$ cat config.mk
export PLATFORM = sky130hd
export DESIGN_NAME = seg_scan
export DESIGN_NICKNAME = d
export VERILOG_FILES = /design/src/rtl/seg_pkg.sv /design/src/rtl/seg_dec7.sv /design/src/rtl/seg_scan.sv
export SDC_FILE = /design/constraint.sdc
export NUM_CORES = 1
export LEC_CHECK = 0
export ABC_AREA = 0
export BUFFER_PORTS_ARGS = -buffer_cell sky130_fd_sc_hd__buf_4
export CAP_MARGIN = 20
export CORE_ASPECT_RATIO = 1.75
export CORE_MARGIN = 3
export CORE_UTILIZATION = 52
export DETAILED_ROUTE_END_ITERATION = 8
export PLACE_DENSITY = 0.74
export SYNTH_ARGS = -nofsm -noshare
export SYNTH_HDL_FRONTEND = slang
export SYNTH_SLANG_ARGS = --single-unit
$ cat constraint.sdc
create_clock -name clk -period 1.7 [get_ports clk]
set_input_delay 0.17 -clock clk [delete_from_list [all_inputs] [get_ports clk]]
set_output_delay 0.17 -clock clk [all_outputs]
set_load 0.01 [all_outputs]
$ cat src/rtl/seg_pkg.sv
// seg_pkg: shared types and constants for the two-digit 7-segment scanner
package seg_pkg;

    typedef enum logic [1:0] {
        UNI   = 2'd0,
        GAP_U = 2'd1,
        DEC   = 2'd2,
        GAP_D = 2'd3
    } state_e;

    localparam int DEF_REFRESH_DIV = 50000;
    localparam int DEF_GAP         = 2;

    // Segment patterns gfedcba indexed by digit; 10..15 are never shown and stay dark
    localparam logic [15:0][6:0] SEG_LUT = {
        7'b0000000, 7'b0000000, 7'b0000000, 7'b0000000, 7'b0000000, 7'b0000000,
        7'b1101111, 7'b1111111, 7'b0000111, 7'b1111101, 7'b1101101,
        7'b1100110, 7'b1001111, 7'b1011011, 7'b0000110, 7'b0111111
    };

    function automatic logic [6:0] seg_pattern(input logic [3:0] d);
        return SEG_LUT[d];
    endfunction

endpackage

$ cat src/rtl/seg_dec7.sv
// seg_dec7: combinational 4-bit digit to 7-segment (gfedcba) decoder
module seg_dec7
    import seg_pkg::*;
(
    input  logic [3:0] digit_i,
    output logic [6:0] seg_o
);

    assign seg_o = seg_pattern(digit_i);

endmodule

$ cat src/rtl/seg_scan.sv
// seg_scan: multiplexes a 0..15 value onto a two-digit display with blank gaps between digits
module seg_scan
    import seg_pkg::*;
#(
    parameter int REFRESH_DIV = DEF_REFRESH_DIV,
    parameter int GAP         = DEF_GAP
) (
    input  logic       clk,
    input  logic       rst_n,
    input  logic [3:0] valor,
    input  logic       cargar,
    output logic [6:0] seg,
    output logic [1:0] an
);

    localparam int CW = $clog2(REFRESH_DIV);
    localparam logic [CW-1:0] LIT_LAST = CW'(REFRESH_DIV - 1);
    localparam logic [CW-1:0] GAP_LAST = CW'(GAP - 1);

    state_e        state_q, state_d;
    logic [CW-1:0] cnt_q, cnt_d;
    logic [3:0]    val_q;
    logic [6:0]    seg_q, seg_d;
    logic [1:0]    an_q, an_d;
    logic          tens;
    logic [3:0]    units;
    logic [3:0]    digit;
    logic [6:0]    dec_seg;
    logic          slot_last;
    logic          lit_uni, lit_dec;

    // Value register: loads on every strobe, holds otherwise
    always_ff @(posedge clk or negedge rst_n) begin
        if (!rst_n) val_q <= '0;
        else if (cargar) val_q <= valor;
    end

    assign tens      = (val_q >= 4'd10);
    assign units     = tens ? val_q - 4'd10 : val_q;
    assign slot_last = (state_q == UNI || state_q == DEC) ? (cnt_q == LIT_LAST) : (cnt_q == GAP_LAST);

    // State and slot counter registers
    always_ff @(posedge clk or negedge rst_n) begin
        if (!rst_n) begin
            state_q <= UNI;
            cnt_q   <= '0;
        end else begin
            state_q <= state_d;
            cnt_q   <= cnt_d;
        end
    end

    // Next state: advance on the last cycle of a slot and restart the counter with it
    always_comb begin
        state_d = state_q;
        cnt_d   = cnt_q + 1'b1;
        case (state_q)
            UNI:     if (slot_last) state_d = GAP_U;
            GAP_U:   if (slot_last) state_d = DEC;
            DEC:     if (slot_last) state_d = GAP_D;
            GAP_D:   if (slot_last) state_d = UNI;
            default: state_d = UNI;
        endcase
        if (state_d != state_q) cnt_d = '0;
    end

    // Tens digit can only be 1, so the decoder sees either units or a constant 1
    assign digit = (state_q == DEC) ? 4'd1 : units;

    seg_dec7 u_dec (
        .digit_i (digit),
        .seg_o   (dec_seg)
    );

    assign lit_uni = (state_q == UNI);
    assign lit_dec = (state_q == DEC) && tens;

    // Output decode: at most one enable, dark in gaps and for a leading-zero tens digit
    always_comb begin
        an_d  = {lit_dec, lit_uni};
        seg_d = (lit_uni || lit_dec) ? dec_seg : 7'b0000000;
    end

    // Registered outputs, one cycle behind the state
    always_ff @(posedge clk or negedge rst_n) begin
        if (!rst_n) begin
            seg_q <= '0;
            an_q  <= '0;
        end else begin
            seg_q <= seg_d;
            an_q  <= an_d;
        end
    end

    assign seg = seg_q;
    assign an  = an_q;

endmodule
* Yosys cells after proc, flatten, opt, wreduce, memory -nomap -nowiden
Memory sizes are Yosys's and may differ from the RTL's.
Cells that the tools add are included.
** Word-level totals
- Register bits after elaboration :: 31
- ROM bits :: 112
- Input bits :: 7
- Output and inout bits :: 9
- Memories :: 1
** Cells by class
- $add $sub $neg :: 2
- Magnitude comparators :: 2
- Equality and inequality tests :: 6
- Mux-type cells :: 11
- Reduce and logical (&&, ||, !) cells :: 4
** Memories
- (no name shown) :: depth 16, width 7, read ports 1, clocked after memory_dff 0, wr ports 0, line seg_pkg.sv:22 : return SEG_LUT[d];
** Operators by type and width (count)
- adder 16 x 1 -> 16 bit (second input constant) :: 1
- == test 16 x 1 -> 1 bit (second input constant) :: 1
- == test 16 bit (second input constant) :: 1
- 2-to-1 mux 16 bit :: 1
- 2-to-1 mux 7 bit :: 2
- 2-to-1 mux 2 bit :: 4
- 2-to-1 mux 4 bit :: 2
- case mux 2 bit (4 select lines) :: 1
- less-than comparator 4 x 5 -> 1 bit (second input constant) :: 1
- == test 2 bit (second input constant) :: 2
- >= comparator 4 bit (second input constant) :: 1
- subtractor 4 bit (second input constant) :: 1
- == test 2 x 1 -> 1 bit (second input constant) :: 1
- logical NOT 2 bit :: 1
- logical OR 1 bit :: 2
- != test 2 bit :: 1
- logical AND 1 bit :: 1
- 2-to-1 mux 1 bit :: 1

* Depth between registers and ports, before layout
- Depth in word-level cells :: 7
- Gate-level depth with buffers :: 7
- Mapped depth without buffers :: 7

* Modules after synthesis
Synthesis repeated with hierarchy kept, for this count alone.
** Second synthesis, totals
- Cells, all modules :: 158
- Area, all modules :: 1661.6 µm²
** Modules (own cells, without submodules)
- seg_scan :: instances 1, cells an instance 130, area each 1442.6 µm², sequential area each 775.7 µm²
- seg_dec7 :: instances 1, cells an instance 28, area each 219.0 µm², sequential area each 0.0 µm²

* Least setup slack after synthesis
OpenSTA, ideal clock, no wires.
- Path kind :: reg2reg
- Start :: reg val_q[1]
- End :: reg seg_q[6], in the netlist seg[6]
- Arrival :: 1.722 ns
- Slack :: -0.095 ns
- Stages on the path, launching flop included :: 7
- Path buffers :: 1
- Period minus slack after synthesis :: 1.795 ns
- Path through :: dfrtp_1 inv_1 ha_1 a221o_1 buf_6 or3b_1 a21oi_2
** Between the ends
- Cells in the longest elaborated chain, start to end :: 6
** Ends and longest elaborated chain
- from (decl) :: line seg_scan.sv:22 : logic [3:0] val_q;
- from (signal assigned) :: line seg_scan.sv:35 : else if (cargar) val_q <= valor;
- subtractor 4 bit / >= comparator 4 bit (equally long branches) :: line seg_scan.sv:39, seg_scan.sv:38
- 2-to-1 mux 4 bit :: line seg_scan.sv:39 : assign units = tens ? val_q - 4'd10 : val_q;
- 2-to-1 mux 4 bit :: line seg_scan.sv:68 : assign digit = (state_q == DEC) ? 4'd1 : units;
- memory read (16 x 7 bit)
- 2-to-1 mux 7 bit (not written as such) :: line seg_pkg.sv:22
- 2-to-1 mux 7 bit (*) :: line seg_scan.sv:81 : seg_d = (lit_uni || lit_dec) ? dec_seg : 7'b0000000;
- net seg_d[6] :: line seg_scan.sv:23 : logic [6:0] seg_q, seg_d;
- to (signal assigned) :: line seg_scan.sv:90 : seg_q <= seg_d;
- to (decl) :: line seg_scan.sv:23
Mark *: on every way through the listed nets, which the timed path passes. The rest lies on a longest branch. The select of a mux whose other input is x is not followed.
A chain may end at the register's enable or synchronous reset.

* Final worst setup path
Same ends and word-level chain as after synthesis.

==> reports/results.ini <==
[detailed_routing]
via_per_inst=6.06
wl_met1_um=1370
wl_per_cell_um=17.5
wl_met2_um=2120
antenna_left=0
num_vias=1297
met3_length_um=119
drc_errors=0
routed_wl_um=3740
dr.pass1.iters=4
top_layer=met4
drt_iter0_drc=37

[final_layout]
fill_cells=196
diodes=0
area_growth_syn_to_layout_pct=29.2
nets=199
drive_gt1_frac=0.380

[sta]
min_period_over_period=1.05
rsz0062_at_grt=true
report.final.slew_viol_count=0
slew-limit-headroom=0.738
timing_hold_violations_final=0
hold_ws_ns=0.0968
layout_min_cycle_time_ns=1.78
tightestPinTransition_ns=0.394
fin_skew_ns=0.00523
fin_ws_ns=-0.0804
setup_viol=6
clock.fmax_mhz=562

[clock_network]
clockBufferDepth=2
cts_tree=yes
clk_pin_slew_worst_paths_ns=0.07
cts_max_level=2
numCtsBuffers=5
clk_latency_ns=0.29
cts_root_buffer=clkbuf_8
numClockSinks=31

[setup_path]
cp_data_arrival_time_ns=1.99
criticalPathCategory=reg2reg
start_kind=flop
cp-end-kind=flop
setup.worst_path.start=val_q[1]
worst_ep_required_time_ns=1.91
cp_max_fo=3
reg2reg_from=val_q[1]

[power]
switching_share=0.249
power.internal_w=0.00146
power.leakage_nw=0.922
vdd_ir_drop_max_uv=662
clkPwrFrac=0.389
comb_power_share=0.195
power_frac_seq=0.416
power_density_mw_per_mm2=957
p_sw_w=0.000485

[outcome]
violations=negative setup slack
status=finished, violations left

[logic_synthesis]
synth_flop_cell=dfrtp_1
netlist.area_leader.share=0.493
synth_area_per_cell_um2=10.5
post-synth-top-count-cell=dfrtp_1
synth_edf_count=0
async_flop_share=1.00
synth_cell_type_count=43
ys_warn_count=0
syn_inst=150
synth_top_area_cell=dfrtp_1
synthTopCellsByCount=dfrtp_1, nor2_1, nand2_1, inv_1, nand3_1
syn_nets=163
ys_seq_area_frac=0.493
synthTopCellsByArea=dfrtp_1, ha_1, xnor2_1
synth_area_mm2=0.00157
synth-seq-cells=31

[min_path]
hp-start=valor[2]
hold_class=in2reg

[die]
fp-row-count=25
initial_core_util=0.565
die_x_um=47.6
dieArea_mm2=0.00375
die_h_um=78.8
placeableCoreArea_mm2=0.00278
io_pins=16

[global_route]
antenna_found_initial=0
grt_util_all_layers=0.231
grt_pass1_wl_um=6180
grt_max_degree=32
first_global_vias=1452
overflow=0

[job]
maxCapViolations=0

[place]
globalplace.congestion=0.832
portBuffers=15
dp_slack_ns=-0.0759
dpl.hpwl_um=2590

cell type report:
cell class | instances | area, um2 | share of cell area
clock buffers | 6 | 82.6 | 0.0406
clock inverters | 2 | 35.0 | 0.0172
inverters | 8 | 30.0 | 0.0148
multi-input cells | 107 | 825 | 0.406
flip-flops and latches | 31 | 777 | 0.382
well taps | 27 | 33.8 | 0.0166
repair buffers | 33 | 250 | 0.123
power by group through the flow:
stage	clock [W]	combinational (W)	sequential [W]
after floorplan	0	0.000142	0.000842
after global placement	0	0.000298	0.000819
after detailed placement	0	0.000308	0.000822
after CTS	0.000764	0.000338	0.000809
after global routing	0.000794	0.000418	0.000816
final	0.000757	0.000379	0.000811
cell families after synthesis:
| logic type | synth area share |
|---|---|
| adder cells (fa/ha/maj) | 0.0477 |
| buffers and inverters | 0.0374 |
| AO/OA/AOI/OAI | 0.0978 |
| XOR/XNOR | 0.0779 |
| multiplexers | 0.0421 |
| AND/OR/NAND/NOR | 0.204 |
| flip-flops | 0.493 |
worst max-delay path: stages, from the launching register on:
cell and delay [ns]:
dfrtp_1 0.41, and2b_1 0.22, mux2_4 0.27, nand2_4 0.09, inv_2 0.05, ha_2 0.17
or3b_4 0.37, a21oi_2 0.13
stage by stage:
step / power, W / utilization / TNS (ns) / std cells / cell area (um2)
4_1_cts: 0.00191 / 0.709 / -0.0314 / 214 / 1970
3_5_place_dp: 0.00113 / 0.645 / -0.157 / 202 / 1800
6_report: 0.00195 / 0.730 / -0.296 / 214 / 2030
5_1_grt: 0.00203 / 0.730 / -0.670 / 214 / 2030
2_1_floorplan: 0.000984 / - / -0.0484 / 150 / 1570
3_3_place_gp: 0.00112 / 0.645 / 0 / 202 / 1800
path summary, 6_finish.rpt:
kind | to | slack, ns | cells past startpoint
worst min register to register | an[0] | 0.49 | 1
worst max register to register | seg[6] | -0.08 | 7
worst min-delay path | val_q[2] | 0.1 | 3
min in group asynchronous | an[1] | 0.35 | 2
max in group asynchronous | state_q[1] | 1.04 | 2
worst max-delay path | seg[6] | -0.08 | 7
layer usage:
layer | track usage | vias up
met2 | 0.405 | 30
met4 | 0.140 | 0
met3 | 0.0499 | 14
met1 | 0.226 | 649
li1 | - | 604
met5 | 0 | -
flip-flops by register name, summed over array words and instances, names as in the netlist:
| register | flops |
|---|---|
| seg | 7 |
| cnt_q | 16 |
| an | 2 |
| state_q | 2 |
| val_q | 4 |
layout by cell type, fill, tap and decap left out, types with 6 or more instances in the layout:
master	Yosys	layout
buf_4	1	32
xor2_1	7	7
nor2_1	12	11
nand3_1	8	8
nand2_1	11	10
clkbuf_8	0	6
dfrtp_1	31	30
nand4_1	6	6
xnor2_1	7	7
timing repair:
| item | 4_1_cts | 5_1_grt |
|---|---|---|
| gates cloned | 0 | 0 |
| gates resized for setup | 9 | 13 |
| endpoints found under the setup margin | 6 | 16 |
| endpoints found under the hold margin | 31 | 0 |
| hold buffers | 1 | 0 |
| pin swaps | 4 | 8 |
| setup buffers | 3 | 0 |
(Power assumes the default switching activity.)
